File: src/rtl/fifo_wr_arbiter_pkg.sv
// Shared types and helpers for the fifo write-port arbiter.
package fifo_wr_arbiter_pkg;

  typedef enum logic {
    ARB  = 1'b0,
    HOLD = 1'b1
  } arb_state_t;

  // Ceiling log2 usable in constant expressions; clog2(1) = 0.
  function automatic int unsigned clog2(input int unsigned v);
    int unsigned r;
    r = 0;
    for (int unsigned i = 0; i < 32; i++) begin
      if ((64'd1 << i) < 64'(v)) r = i + 1;
    end
    return r;
  endfunction

endpackage

File: src/rtl/fifo_wr_arbiter_if.sv
// Requester bundle and fifo write/read-side signals seen by the arbiter.
interface fifo_wr_arbiter_if
  import fifo_wr_arbiter_pkg::*;
#(
  parameter int unsigned N_REQ      = 4,
  parameter int unsigned WIDTH      = 16,
  parameter int unsigned FIFO_DEPTH = 8
) ();

  localparam int unsigned IDX_W = clog2(N_REQ);
  localparam int unsigned CNT_W = clog2(FIFO_DEPTH + 1);

  logic [N_REQ-1:0]       req_valid;
  logic [N_REQ*WIDTH-1:0] req_data;
  logic [N_REQ-1:0]       req_ready;
  logic                   fifo_wr_en;
  logic [IDX_W+WIDTH-1:0] fifo_wr_data;
  logic                   fifo_rd_en;
  logic                   fifo_empty;
  logic [CNT_W-1:0]       credits;
  logic [IDX_W-1:0]       grant_idx;

  // Arbiter side.
  modport master (
    input  req_valid, req_data, fifo_rd_en, fifo_empty,
    output req_ready, fifo_wr_en, fifo_wr_data, credits, grant_idx
  );

  // Producer / fifo side.
  modport slave (
    output req_valid, req_data, fifo_rd_en, fifo_empty,
    input  req_ready, fifo_wr_en, fifo_wr_data, credits, grant_idx
  );

endinterface

File: src/rtl/fifo_wr_arbiter_rr_pick.sv
// Combinational round-robin search: first valid index at or after i_start, wrapping.
module fifo_wr_arbiter_rr_pick #(
  parameter int unsigned N_REQ = 4,
  parameter int unsigned IDX_W = 2
) (
  input  logic [N_REQ-1:0] i_valid,
  input  logic [IDX_W-1:0] i_start,
  output logic             o_found_c,
  output logic [IDX_W-1:0] o_idx_c
);

  // Scan from farthest to nearest so the nearest valid candidate wins.
  always_comb begin
    int unsigned v_pos;
    o_found_c = 1'b0;
    o_idx_c   = '0;
    v_pos     = 0;
    for (int k = N_REQ - 1; k >= 0; k--) begin
      v_pos = 32'(i_start) + 32'(k);
      if (v_pos >= N_REQ) v_pos = v_pos - N_REQ;
      if (i_valid[IDX_W'(v_pos)]) begin
        o_found_c = 1'b1;
        o_idx_c   = IDX_W'(v_pos);
      end
    end
  end

endmodule

File: src/rtl/fifo_wr_arbiter.sv
// Round-robin, credit-gated, burst-holding arbiter for a shared fifo write port.
module fifo_wr_arbiter
  import fifo_wr_arbiter_pkg::*;
#(
  parameter int unsigned N_REQ      = 4,
  parameter int unsigned WIDTH      = 16,
  parameter int unsigned FIFO_DEPTH = 8,
  parameter int unsigned BURST_MAX  = 4
) (
  input  logic               clk,
  input  logic               rst,
  fifo_wr_arbiter_if.master  bus
);

  localparam int unsigned IDX_W = clog2(N_REQ);
  localparam int unsigned CNT_W = clog2(FIFO_DEPTH + 1);
  localparam int unsigned BC_W  = clog2(BURST_MAX + 1);

  arb_state_t             r_state, w_state_nxt;
  logic [IDX_W-1:0]       r_rr_ptr, w_rr_ptr_nxt;
  logic [IDX_W-1:0]       r_grant_idx, w_grant_nxt;
  logic [BC_W-1:0]        r_burst_cnt, w_burst_nxt, w_burst_inc;
  logic [CNT_W-1:0]       r_credits;
  logic                   r_wr_en;
  logic [IDX_W+WIDTH-1:0] r_wr_data;

  logic                   w_pick_found;
  logic [IDX_W-1:0]       w_pick_idx;
  logic [IDX_W-1:0]       w_sel, w_sel_inc;
  logic                   w_sel_valid, w_accept, w_rd;
  logic [N_REQ-1:0]       w_ready;
  logic [WIDTH-1:0]       w_payload;

  fifo_wr_arbiter_rr_pick #(
    .N_REQ (N_REQ),
    .IDX_W (IDX_W)
  ) u_rr_pick (
    .i_valid   (bus.req_valid),
    .i_start   (r_rr_ptr),
    .o_found_c (w_pick_found),
    .o_idx_c   (w_pick_idx)
  );

  // Candidate selection, accept decision and one-hot ready; nothing accepted while in reset.
  always_comb begin
    w_sel       = (r_state == HOLD) ? r_grant_idx : w_pick_idx;
    w_sel_valid = (r_state == HOLD) ? bus.req_valid[r_grant_idx] : w_pick_found;
    w_accept    = w_sel_valid & (r_credits != '0) & ~rst;
    w_rd        = bus.fifo_rd_en & ~bus.fifo_empty;
    w_sel_inc   = (w_sel == IDX_W'(N_REQ - 1)) ? '0 : w_sel + IDX_W'(1);
    w_ready     = '0;
    if (w_accept) w_ready[w_sel] = 1'b1;
  end

  // Payload mux for the selected requester.
  always_comb begin
    w_payload = '0;
    for (int i = 0; i < N_REQ; i++) begin
      if (w_sel == IDX_W'(i)) w_payload = bus.req_data[i*WIDTH +: WIDTH];
    end
  end

  // Next-state logic: pick in ARB, stick with one requester for up to BURST_MAX beats in HOLD.
  always_comb begin
    w_state_nxt  = r_state;
    w_rr_ptr_nxt = r_rr_ptr;
    w_grant_nxt  = r_grant_idx;
    w_burst_nxt  = r_burst_cnt;
    w_burst_inc  = r_burst_cnt + BC_W'(1);
    case (r_state)
      ARB: begin
        if (w_accept) begin
          w_grant_nxt = w_sel;
          w_burst_nxt = BC_W'(1);
          if (BURST_MAX > 1) w_state_nxt  = HOLD;
          else               w_rr_ptr_nxt = w_sel_inc;
        end
      end
      HOLD: begin
        if (w_accept) begin
          w_burst_nxt = w_burst_inc;
          if (w_burst_inc == BC_W'(BURST_MAX)) begin
            w_state_nxt  = ARB;
            w_rr_ptr_nxt = w_sel_inc;
          end
        end else if (!w_sel_valid) begin
          w_state_nxt  = ARB;
          w_rr_ptr_nxt = w_sel_inc;
        end
      end
      default: w_state_nxt = ARB;
    endcase
  end

  // FSM, pointer and burst registers.
  always_ff @(posedge clk or posedge rst) begin
    if (rst) begin
      r_state     <= ARB;
      r_rr_ptr    <= '0;
      r_grant_idx <= '0;
      r_burst_cnt <= '0;
    end else begin
      r_state     <= w_state_nxt;
      r_rr_ptr    <= w_rr_ptr_nxt;
      r_grant_idx <= w_grant_nxt;
      r_burst_cnt <= w_burst_nxt;
    end
  end

  // Free-slot credits: spend on accept, refund on a real fifo read.
  always_ff @(posedge clk or posedge rst) begin
    if (rst) begin
      r_credits <= CNT_W'(FIFO_DEPTH);
    end else if (w_accept && !w_rd) begin
      r_credits <= r_credits - CNT_W'(1);
    end else if (!w_accept && w_rd) begin
      r_credits <= r_credits + CNT_W'(1);
    end
  end

  // Registered fifo write of the accepted beat, tagged with its source index.
  always_ff @(posedge clk or posedge rst) begin
    if (rst) begin
      r_wr_en   <= 1'b0;
      r_wr_data <= '0;
    end else begin
      r_wr_en <= w_accept;
      if (w_accept) r_wr_data <= {w_sel, w_payload};
    end
  end

  a_credits_max : assert property (@(posedge clk) disable iff (rst)
                                   r_credits <= CNT_W'(FIFO_DEPTH));

  assign bus.req_ready    = w_ready;
  assign bus.fifo_wr_en   = r_wr_en;
  assign bus.fifo_wr_data = r_wr_data;
  assign bus.credits      = r_credits;
  assign bus.grant_idx    = r_grant_idx;

endmodule

File: src/flat_wrapper.sv
// flat-port wrapper written by rule: the top's interface ports become plain ports
module fifo_wr_arbiter_flat import fifo_wr_arbiter_pkg::*;
#(
  parameter int unsigned N_REQ      = 4,
  parameter int unsigned WIDTH      = 16,
  parameter int unsigned FIFO_DEPTH = 8,
  parameter int unsigned BURST_MAX  = 4
)
  (clk, rst, bus_req_valid, bus_req_data, bus_fifo_rd_en, bus_fifo_empty, bus_req_ready, bus_fifo_wr_en, bus_fifo_wr_data, bus_credits, bus_grant_idx);
  fifo_wr_arbiter_if #(.N_REQ(N_REQ), .WIDTH(WIDTH), .FIFO_DEPTH(FIFO_DEPTH)) bus_i ();
  input  logic clk;
  input  logic rst;
  input wire logic [$bits(bus_i.req_valid)-1:0] bus_req_valid;
  input wire logic [$bits(bus_i.req_data)-1:0] bus_req_data;
  input wire logic [$bits(bus_i.fifo_rd_en)-1:0] bus_fifo_rd_en;
  input wire logic [$bits(bus_i.fifo_empty)-1:0] bus_fifo_empty;
  output wire logic [$bits(bus_i.req_ready)-1:0] bus_req_ready;
  output wire logic [$bits(bus_i.fifo_wr_en)-1:0] bus_fifo_wr_en;
  output wire logic [$bits(bus_i.fifo_wr_data)-1:0] bus_fifo_wr_data;
  output wire logic [$bits(bus_i.credits)-1:0] bus_credits;
  output wire logic [$bits(bus_i.grant_idx)-1:0] bus_grant_idx;
  assign bus_i.req_valid = bus_req_valid;
  assign bus_i.req_data = bus_req_data;
  assign bus_i.fifo_rd_en = bus_fifo_rd_en;
  assign bus_i.fifo_empty = bus_fifo_empty;
  assign bus_req_ready = bus_i.req_ready;
  assign bus_fifo_wr_en = bus_i.fifo_wr_en;
  assign bus_fifo_wr_data = bus_i.fifo_wr_data;
  assign bus_credits = bus_i.credits;
  assign bus_grant_idx = bus_i.grant_idx;
  fifo_wr_arbiter #(.N_REQ(N_REQ), .WIDTH(WIDTH), .FIFO_DEPTH(FIFO_DEPTH), .BURST_MAX(BURST_MAX)) u_core (.clk(clk), .rst(rst), .bus(bus_i));
endmodule
File: config.mk
export PLATFORM = sky130hd
export DESIGN_NAME = fifo_wr_arbiter_flat
export DESIGN_NICKNAME = d
export VERILOG_FILES = /design/src/rtl/fifo_wr_arbiter_pkg.sv /design/src/rtl/fifo_wr_arbiter_if.sv /design/src/rtl/fifo_wr_arbiter_rr_pick.sv /design/src/rtl/fifo_wr_arbiter.sv /design/src/flat_wrapper.sv
export SDC_FILE = /design/constraint.sdc
export NUM_CORES = 1
export LEC_CHECK = 0
export CAP_MARGIN = 25
export CORE_MARGIN = 2
export CORE_UTILIZATION = 44
export DETAILED_ROUTE_END_ITERATION = 16
export PLACE_DENSITY = 0.91
export SYNTH_ARGS = -nofsm -noshare
export SYNTH_HDL_FRONTEND = slang
export SYNTH_HIERARCHICAL = 1
export SYNTH_SLANG_ARGS = --single-unit
export TNS_END_PERCENT = 50
File: constraint.sdc
create_clock -name clk -period 6.93 [get_ports clk]
set_clock_uncertainty 0.15 [all_clocks]
set_input_delay 1.386 -clock clk [delete_from_list [all_inputs] [get_ports clk]]
set_output_delay 1.386 -clock clk [all_outputs]
set_load 0.05 [all_outputs]
==> impl_results.md, run 1 <==
- Core area: between 4000 and 5000 sq um
- Worst slew margin: 0.528
- Outcome: complete, no violations
- Clock input transition at the sequential cells of the worst setup and hold paths: about 0.070 ns
- Crit path largest cell delay: approximately 0.8 ns
- Routability cong.: a little over 0.8
- # rows: 25
- Met3 WL: roughly 500 microns
- Final setup vio count: 0
- Worst Setup SP: bus_req_valid[3]
- Fin Hold WS: about 0.38 ns
- R2r startpoint: u_core/bus.grant_idx[0]
- Max Buffers Root-to-Sink: 2
- Synth warnings: 6
- Startpoint Class: primary input
- Vias in the first global route: roughly 2.3k
- I/O Buffers: 100
- Seq/Total Area, Yosys: 0.369
- Post-Syn Area: ~2100 sq um
- TritonCTS clock tree: done
- IO Count: about 100
- Crit path capture: bus_req_ready[1]
- Crit. End Element: output port
- Fin area: ~3300 sq um
- Top cell type's share of synthesized area: 0.357
- HPWL Detailed: 4.38 mm
- Pint: 0.863 mW
- Clk_lat worst skew: roughly 0.29 ns
- CP cell instances: clkdlybuf4s50_1, nand2b_1, a211oi_1, nor2_1, mux2i_1, ha_1, buf_4, and3_1, clkdlybuf4s50_1
- Worst slew pin tran: approximately 0.7 ns
- WL per Instance: between 15 and 20 microns
- Unrepaired setup endpoints after global routing: false
- DRT antenna net count: 0
- Max layer used: met4
- CTS sink cnt: 31
- Die Span Y: about 73 microns
- WP data required: 5.39 ns
- Yosys reg bits: 31
- Met2 wire len: between 3 and 4 mm
- Pwr Density: 533 nW/um^2
- VDD IR-drop max: about 0.22 mV
- Area post-placement: 3130 sq um
- Synth async-reset ratio: 1.00
- Area leader, netlist: dfrtp_1
- Total length of routed wires: 6.17 mm
- Combinational share of power: 0.692
- Share of cells above drive strength 1: 0.0739
- Crit path DAT: approximately 4.2 ns
- Net Sw Power: 0.900 mW
- Cell mode on critical path: clkdlybuf4s50_1
- Cts repair resizes: 0
- WL met1: about 2.3 mm
- Mapped Nets: ~340
- Num CTS Buffers: 5
- RR Endpoint: u_core/bus.credits[2]
- Placed insts: between 300 and 400
- Internal reg-to-reg setup slack: 3.60 ns
- Final Max Slew Viols: 0
- Crit path time final: roughly 5.7 ns
- FMAX: around 170 MHz
- Vias per inst: between 5 and 6
- Routed via count: ~2.3k
- Post-synth EDFFs: 0
- Switching share of total power: 0.511
- Leak pwr: between 1 and 1.5 nW
- Clock power share: 0.105
- Chip Width: between 70 and 80 microns
- Pre-antenna DRT Iters: 4
- Period utilisation layout: 0.825
- Residual DRC: 0
- Hold violation total from the final report: 0
- Initial antenna violation count: 0
- Tot GR Track Use: 0.242
- Final #Nets: 432
- Post-synth cell types: 34
- Die area: between 5000 and 6000 sq um
- Hold_buf cts: 0
- Post-Synthesis Cells: roughly 260
- TNS Setup: 0 ns
- Max cap viols: 0
- GRT Residual Overflow: 0
- Global-route wire length before repair: a little over 10 mm
- Synth top area cells: dfrtp_1 (36%), a21oi_1 (17%), a22oi_1 (5.7%), ha_1 (5.4%), o21ai_0 (4.5%)
- Post-CTS setup buffer count: 0
- Clk root buf: clkbuf_8
- Area Growth Syn to Fin: 57.2%
- Worst Hold Class: flop to flop
- Reg2reg path depth: 10
- Critical Path Fanout Max: 33
- CTS H-tree depth: 2
- Antenna cells: 0
- Avg Cell Area, Syn: between 8 and 9 sq um
- First DRT Iteration DRCs: 113
- Slowest stage cell on the critical path: clkdlybuf4s50_1
- Sequential share of power: 0.202
- Min-delay src: u_core/bus.fifo_wr_data[8]
- Critical path class: primary input to output port
- Non-Filler Instances: roughly 400
- Largest net degree at the start of global routing: 35
- Initial Util: 0.451
- Most used flip-flop cell after synthesis: dfrtp_1
## stage by stage
step / power, mW / util / setup WS [ns]
2_1_floorplan: 1.19 / - / 2.20
3_3_place_gp: 1.49 / 0.666 / 0.893
3_5_place_dp: 1.52 / 0.672 / 0.807
4_1_cts: 1.72 / 0.697 / 0.797
5_1_grt: 1.89 / 0.709 / 1.10
6_report: 1.76 / 0.709 / 1.21
## synthesized netlist by cell type, types with 3 or more instances
library cell  instances
a211oi_1              3
mux2_2                5
inv_1                22
nand2_1              20
o21ai_0              19
nand2b_1              4
nor2_1                9
mux2i_1               4
and3_1                4
xor2_1                4
a21oi_1              70
clkbuf_1             17
ha_1                  9
dfrtp_1              30
a22oi_1              16
## power by group through the flow
stage	clock, mW	sequential (mW)	combinational [mW]
after global routing	0.196	0.371	1.32
after CTS	0.189	0.358	1.17
after global placement	0	0.356	1.13
after detailed placement	0	0.360	1.16
final	0.185	0.357	1.22
after floorplan	0	0.602	0.588
## layer usage
metal | track usage | up-vias
li1 | - | 1097
met1 | 0.274 | 1047
met2 | 0.419 | 102
met3 | 0.0677 | 20
met4 | 0.113 | 0
met5 | 0 | -
## logic make-up (layout without fill, tap and decap cells)
logic type,count (synthesis),in the layout,synth area share
muxes,10,10,0.0565
and+or+nand+nor,46,46,0.108
buffers and inverters,42,136,0.0827
DFF,31,31,0.369
xor gates and xnor gates,6,6,0.0250
AOI/OAI and AO/OA,114,114,0.305
adders and majority gates,9,9,0.0535
## critical path, delay by kind of cell
family | cells | cell delay (ns)
compound gates | 1 | 0.25
fa+ha+maj | 1 | 0.21
buf+inv | 3 | 1.56
mux | 1 | 0.30
simple gates | 3 | 0.47
## cell usage in the layout (no fill, tap or decap), drive strengths merged, types with 6 or more instances in the layout
| master | count |
|---|---|
| a22oi | 16 |
| dfrtp | 30 |
| clkbuf | 6 |
| nor2 | 9 |
| nand2 | 20 |
| ha | 9 |
| o21ai | 20 |
| inv | 22 |
| clkdlybuf4s50 | 100 |
| buf | 6 |
| a21oi | 70 |
## how the worst min path moves through the flow
stage	to	cells after the start
4_1_cts	u_core/bus.fifo_wr_data[3]	2
5_1_grt	u_core/bus.credits[3]	1
2_1_floorplan	u_core/r_burst_cnt[0]	1
3_3_place_gp	u_core/bus.fifo_wr_data[3]	2
3_5_place_dp	u_core/bus.fifo_wr_data[3]	2
6_report	u_core/bus.fifo_wr_data[8]	2
## registers in the layout (all words and copies together) (netlist names)
signal,cells
u_core/bus.grant_idx,2
u_core/r_state,1
u_core/bus.fifo_wr_data,18
u_core/bus.credits,4
u_core/r_burst_cnt,3
u_core/r_rr_ptr,2
u_core/bus.fifo_wr_en,1
## area by class of cell
cell class                      count  area, sq um
Multi-Input combinational cell    185         1150
Sequential cell                    31          777
Timing Repair Buffer              106         1110
Inverter                           22         82.6
Clock buffer                        6         82.6
Tap cell                           54         67.6
Clock inverter                      2         35.0
Fill cell                         366         1360
No activity file was read; power rests on OpenSTA's default activity.
==> run 2: changes to the inputs <==
--- a/config.mk
+++ b/config.mk
@@ -7,9 +7,9 @@
 export LEC_CHECK = 0
 export CAP_MARGIN = 25
 export CORE_MARGIN = 2
-export CORE_UTILIZATION = 44
+export CORE_UTILIZATION = 37
 export DETAILED_ROUTE_END_ITERATION = 16
-export PLACE_DENSITY = 0.91
+export PLACE_DENSITY = 0.82
 export SYNTH_ARGS = -nofsm -noshare
 export SYNTH_HDL_FRONTEND = slang
 export SYNTH_HIERARCHICAL = 1
==> constraint.sdc (replaced) <==
create_clock -name clk -period 5.1 [get_ports clk]
set_clock_uncertainty 0.15 [all_clocks]
set_input_delay 1.02 -clock clk [delete_from_list [all_inputs] [get_ports clk]]
set_output_delay 1.02 -clock clk [all_outputs]
set_load 0.05 [all_outputs]
==> run 2 against run 1 <==
Via count fell by 3.0%. Register-to-register slack worse by 1.8 ns. Critical path type unchanged. Total power rose by 30%. Count of clock-buffer cells in the layout is 1 higher. Largest cell class unchanged. Clock power decreased by 3%. Sequential power up 36%. Die area increased by 18%. Cell count up 4.4%.
==> impl_results.md, run 2 (synthesis results as in run 1) <==
- Outcome: complete, no violations (unchanged)
- Period utilisation layout: 0.831
- First DRT Iteration DRCs: 93 (was 113)
- Total length of routed wires: 6.05 mm (was 6.17 mm)
- Worst hold stages: 2 (unchanged)
- Die area: 6300 sq um (was 5350 sq um)
- Vias in the first global route: 2161 (was 2300)
- Routability cong.: 0.849 (was 0.816)
- Worst slew pin tran: 0.743 ns (was 0.708 ns)
- Final #Nets: 432 (unchanged)
- TNS Setup: 0 ns (unchanged)
- Max cap viols: 0 (unchanged)
- Tot GR Track Use: 0.198 (was 0.242)
- Cts repair resizes: 0 (unchanged)
- Multi-input gate area: 1150 sq um (unchanged)
- Unrepaired setup endpoints after global routing: false (unchanged)
- WL per Instance: 14.3 microns (was 15.2 microns)
- Clk_lat worst skew: 0.28 ns (was 0.29 ns)
- Critical Path Fanout Max: 23 (was 33)
- Most common cell after layout, fill and taps aside: clkdlybuf4s50_1 (unchanged)
- Startpoint Class: primary input (unchanged)
- FMAX: roughly 240 MHz
- WP data required: 3.93 ns (was 5.39 ns)
- Post-CTS setup buffer count: 0 (unchanged)
- Pre-antenna DRT Iters: 4 (unchanged)
- Final setup vio count: 0 (unchanged)
- Largest net degree at the start of global routing: 34 (was 35)
- Fin area: 3290 sq um (was 3310 sq um)
- Register area: 777 sq um (unchanged)
- Final setup margin: 0.861 ns (was 1.21 ns)
- Num CTS Buffers: 5 (unchanged)
- DRT antenna net count: 0 (unchanged)
- Crit path time final: between 4 and 5 ns
- Die Span Y: 79.4 microns (was 73.1 microns)
- RR Endpoint: u_core/bus.credits[2] (unchanged)
- Overall power: 2.29 mW (was 1.76 mW)
- Leak pwr: 1.39 nW (was 1.40 nW)
- Core area: 5510 sq um (was 4660 sq um)
- Flip-flop count of the largest register after layout: 18 (unchanged)
- Area post-placement: 3210 sq um (was 3130 sq um)
- Max layer used: met4 (unchanged)
- Met3 WL: 416 microns (was 500 microns)
- Non-Filler Instances: 424 (was 406)
- Crit. End Element: output port (unchanged)
- Worst slew margin: 0.500 (was 0.528)
- GRT Residual Overflow: 0 (unchanged)
- TritonCTS clock tree: done (unchanged)
- Initial Util: 0.382 (was 0.451)
- VDD IR-drop max: 0.343 mV (was 0.215 mV)
- Worst-case hold path end point: u_core/bus.fifo_wr_data[1] (was u_core/bus.fifo_wr_data[8])
- Worst Hold Class: flop to flop (unchanged)
- Reg2reg path depth: 10 (unchanged)
- Final Max Slew Viols: 0 (unchanged)
- HPWL Detailed: 4.55 mm (was 4.38 mm)
- Met2 wire len: 3.12 mm (was 3.19 mm)
- # rows: 27 (was 25)
- IO Count: 101 (unchanged)
- Placed insts: 416 (was 396)
- Vias per inst: 5.18 (was 5.58)
- CTS H-tree depth: 2 (unchanged)
- Initial antenna violation count: 0 (unchanged)
- Final core utilization: 0.598 (was 0.709)
- Internal reg-to-reg setup slack: 1.79 ns (was 3.60 ns)
- CTS sink cnt: 31 (unchanged)
- Routed via count: 2197 (was 2266)
- Fill cells: 514 (was 366)
- Pwr Density: 695 nW/um^2 (was 533 nW/um^2)
- Clk root buf: clkbuf_8 (unchanged)
- Area Growth Syn to Fin: 56.5% (was 57.2%)
- Clock input transition at the sequential cells of the worst setup and hold paths: 0.06 ns (was 0.07 ns)
- Global-route wire length before repair: 9.82 mm (was 10.1 mm)
- Antenna cells: 0 (unchanged)
- Pre-CTS setup slack: 0.758 ns (was 0.807 ns)
- Hold_buf cts: 0 (unchanged)
- Share of cells above drive strength 1: 0.0795 (was 0.0739)
- I/O Buffers: 100 (unchanged)
- Most frequent cells in the layout: clkdlybuf4s50_1 (96), a21oi_1 (70), dfrtp_1 (30), inv_1 (22), nand2_1 (20) (was clkdlybuf4s50_1 (100), a21oi_1 (70), dfrtp_1 (30), inv_1 (22), nand2_1 (20))
- Crit path DAT: 3.07 ns (was 4.18 ns)
- Chip Width: 79.4 microns (was 73.1 microns)
- WL met1: 2.47 mm (was 2.29 mm)
- Hold violation total from the final report: 0 (unchanged)
- Max Buffers Root-to-Sink: 2 (unchanged)
- R2r startpoint: u_core/bus.grant_idx[0] (unchanged)
- Critical path class: primary input to output port (unchanged)
- Residual DRC: 0 (unchanged)
- Min-delay src: u_core/bus.fifo_wr_data[1] (was u_core/bus.fifo_wr_data[8])
- Fin Hold WS: 0.378 ns (was 0.382 ns)
[run 2: cell count changes in the layout (fill, tap and decap cells not counted)]
cell             delta
buf_4               +2
clkbuf_8            -1
buf_12              +4
clkdlybuf4s50_1     -4
buf_16              -2
bufinv_16           -1
clkbuf_1            +2
[run 2: area by class of cell]
type                       instances  area share
sequential                        31       0.236
clock buffer                       7      0.0232
clock inverter                     1     0.00152
timing repair buffer             106       0.336
tap                               72      0.0274
inverter                          22      0.0251
multi-input combinational        185       0.351
[run 2: how the worst max path moves through the flow]
stage | from | end | slack (ns) | depth (start not counted)
after floorplan | bus_req_valid[3] | bus_req_ready[0] | 1.10 | 8
after global placement | bus_req_valid[3] | u_core/bus.credits[2] | 0.85 | 11
after detailed placement | bus_req_valid[3] | u_core/bus.credits[2] | 0.76 | 11
after CTS | bus_req_valid[3] | bus_req_ready[1] | 0.87 | 5
after global routing | bus_req_valid[3] | bus_req_ready[1] | 0.77 | 5
final | bus_req_valid[3] | bus_req_ready[1] | 0.86 | 5
[run 2: worst max-delay path, cell delays in order]
cell	delay [ns]
clkdlybuf4s50_1	0.48
mux4_2	0.56
a21bo_1	0.48
and3_1	0.36
buf_12	0.16
[run 2: routing by layer]
| layer | up-vias | GRT usage |
|---|---|---|
| met5 | - | 0 |
| met4 | 0 | 0.0379 |
| met3 | 6 | 0.0633 |
| met2 | 75 | 0.365 |
| met1 | 1021 | 0.223 |
| li1 | 1095 | - |
[run 2: report_power, final]
group	internal, mW	switching [mW]
Clock	0.0955	0.0836
Combinational	0.619	1.00
Sequential	0.377	0.110
Total	1.09	1.20
==> run 3: changes to the inputs <==
==> constraint.sdc (replaced) <==
create_clock -name clk -period 3.5 [get_ports clk]
set_clock_uncertainty 0.15 [all_clocks]
set_input_delay 0.7 -clock clk [delete_from_list [all_inputs] [get_ports clk]]
set_output_delay 0.7 -clock clk [all_outputs]
set_load 0.05 [all_outputs]
==> run 3 against run 2 <==
Non-clock buffer count increased by 4. Combinational power is 48% higher. Sequential power up 46%. Hold slack is essentially flat. Critical path depth increased by 4. Clock power rose by 70%. Largest power group unchanged. Setup slack got worse by 0.77 ns. Total power increased by 49%. Cell area is 0.87% higher.
==> impl_results.md, run 3 (synthesis results as in run 1) <==
- Outcome: complete, no violations (unchanged)
- Critical Path Fanout Max: 4 (was 23)
- Max cap viols: 0 (unchanged)
- VDD IR-drop max: 0.602 mV (was 0.343 mV)
- Area Growth Syn to Fin: 57.9% (was 56.5%)
- Clk_lat worst skew: 0.28 ns (about the same)
- Vias in the first global route: 2290 (was 2161)
- Critical path class: primary input to output port (unchanged)
- Startpoint Class: primary input (unchanged)
- Leak pwr: 1.41 nW (was 1.39 nW)
- Met3 WL: 358 microns (was 416 microns)
- Initial Util: 0.382 (unchanged)
- CP delay by family, top: buffers and inverters (unchanged)
- # rows: 27 (unchanged)
- DRT antenna net count: 0 (unchanged)
- Cts repair resizes: 0 (unchanged)
- Total length of routed wires: 6.17 mm (was 6.05 mm)
- Clock input transition at the sequential cells of the worst setup and hold paths: 0.06 ns (about the same)
- WL per Instance: 14.4 microns (was 14.3 microns)
- Antenna cells: 0 (unchanged)
- TritonCTS clock tree: done (unchanged)
- Clk root buf: clkbuf_8 (unchanged)
- Core area: 5510 sq um (unchanged)
- Unrepaired setup endpoints after global routing: false (unchanged)
- IO Count: 101 (unchanged)
- WP data required: 2.65 ns (was 3.93 ns)
- Hold_buf cts: 0 (unchanged)
- Routed via count: 2246 (was 2197)
- Global-route wire length before repair: 10.1 mm (was 9.82 mm)
- Most common cell after layout, fill and taps aside: clkdlybuf4s50_1 (unchanged)
- Crit path time final: about 3.4 ns
- GRT Residual Overflow: 0 (unchanged)
- Die Span Y: 79.4 microns (unchanged)
- CTS H-tree depth: 2 (unchanged)
- Multi-input gate area: 1150 sq um (unchanged)
- Crit path largest cell delay: 0.52 ns (was 0.56 ns)
- Crit. End Element: output port (unchanged)
- Post-CTS setup buffer count: 0 (unchanged)
- Met2 wire len: 3.25 mm (was 3.12 mm)
- Slowest stage cell on the critical path: clkdlybuf4s50_1 (was mux4_2)
- Pre-CTS setup slack: 0.0232 ns (was 0.758 ns)
- Initial antenna violation count: 0 (unchanged)
- Period utilisation layout: 0.975
- Routability cong.: 0.884 (was 0.849)
- Hold violation total from the final report: 0 (unchanged)
- I/O Buffers: 100 (unchanged)
- Max layer used: met4 (unchanged)
- Tot GR Track Use: 0.204 (was 0.198)
- Final setup margin: 0.0866 ns (was 0.861 ns)
- Worst slew margin: 0.509 (was 0.500)
- Final setup vio count: 0 (unchanged)
- Worst Hold Class: flop to flop (unchanged)
- Num CTS Buffers: 5 (unchanged)
- Share of cells above drive strength 1: 0.0927 (was 0.0795)
- Pre-antenna DRT Iters: 4 (unchanged)
- Pwr Density: 1030 nW/um^2 (was 695 nW/um^2)
- Register area: 777 sq um (unchanged)
- HPWL Detailed: 4.56 mm (was 4.55 mm)
- Most frequent cells in the layout: clkdlybuf4s50_1 (96), a21oi_1 (70), dfrtp_1 (30), inv_1 (22), nand2_1 (20) (unchanged)
- Flip-flop count of the largest register after layout: 18 (unchanged)
- CTS sink cnt: 31 (unchanged)
- Sum of buffers and inverters on the critical path: 3 (was 2)
- Residual DRC: 0 (unchanged)
- CP cell instances: clkdlybuf4s50_1, nand2b_1, a21oi_1, a211oi_2, mux2i_1, inv_1, ha_1, and3_1, buf_12 (was clkdlybuf4s50_1, mux4_2, a21bo_1, and3_1, buf_12)
- FMAX: just under 300 MHz
- WL met1: 2.49 mm (was 2.47 mm)
- Final Max Slew Viols: 0 (unchanged)
- First DRT Iteration DRCs: 93 (unchanged)
- Die area: 6300 sq um (unchanged)
- Chip Width: 79.4 microns (unchanged)
- TNS Setup: 0 ns (unchanged)
- Worst slew pin tran: 0.729 ns (was 0.743 ns)
- Crit path DAT: 2.56 ns (was 3.07 ns)
- Fill cells: 493 (was 514)
- Vias per inst: 5.25 (was 5.18)
- Largest net degree at the start of global routing: 34 (unchanged)
- Max Buffers Root-to-Sink: 2 (unchanged)
- Final #Nets: 436 (was 432)
## run 3: cell count changes in the layout (fill, tap and decap cells not counted)
cell      delta
buf_4        +5
clkbuf_1     -1
buf_16       -1
clkinv_2     -1
clkbuf_8     +2
## run 3: routing by layer
layer  GRT usage  vias to the layer above
li1            -                     1101
met1       0.232                     1055
met2       0.381                       81
met3      0.0486                        9
met4      0.0534                        0
met5           0                        -
## run 3: layout make-up
| cell class | count | area share |
|---|---|---|
| inverter | 22 | 0.0249 |
| tap | 72 | 0.0271 |
| timing repair buffer | 110 | 0.336 |
| clock buffer | 8 | 0.0301 |
| sequential | 31 | 0.234 |
| multi-input combinational | 185 | 0.348 |
## run 3: per-stage QoR
step	util	power [mW]	hold slack (ns)	instance area (sq um)	cells
3_3_place_gp	0.585	3.06	0.354	3220	420
6_report	0.603	3.42	0.378	3320	428
2_1_floorplan	-	2.36	0.368	2100	258
3_5_place_dp	0.585	3.13	0.361	3220	420
5_1_grt	0.603	3.70	0.406	3320	428
4_1_cts	0.603	3.44	0.379	3320	428
## run 3: path summary, 6_finish.rpt
path | start | end | slack (ns) | cells past startpoint
min in group asynchronous | rst | u_core/bus.fifo_wr_data[17] | 0.83 | 2
max in group asynchronous | rst | u_core/bus.credits[3] | 1.64 | 3
hold / removal | u_core/bus.fifo_wr_data[11] | u_core/bus.fifo_wr_data[11] | 0.38 | 2
setup reg to reg | u_core/bus.credits[1] | u_core/bus.credits[2] | 0.63 | 10
hold reg to reg | u_core/bus.fifo_wr_data[11] | u_core/bus.fifo_wr_data[11] | 0.38 | 2
setup / recovery | bus_req_valid[2] | bus_req_ready[1] | 0.09 | 9
## run 3: power by group
group | internal [mW] | total [mW] | switching [mW]
Sequential | 0.549 | 0.713 | 0.164
Combinational | 0.928 | 2.40 | 1.47
Clock | 0.179 | 0.305 | 0.126
## run 3: worst reg2reg max path: stages (launching register included)
cell and delay (ns):
dfrtp_1 0.45, nor4_1 0.67, nor2_2 0.16, and2_4 0.20, ha_1 0.25, xor2_1 0.16
ha_1 0.19, a21oi_1 0.15, xor2_1 0.16, nor2_1 0.06, xor2_1 0.14
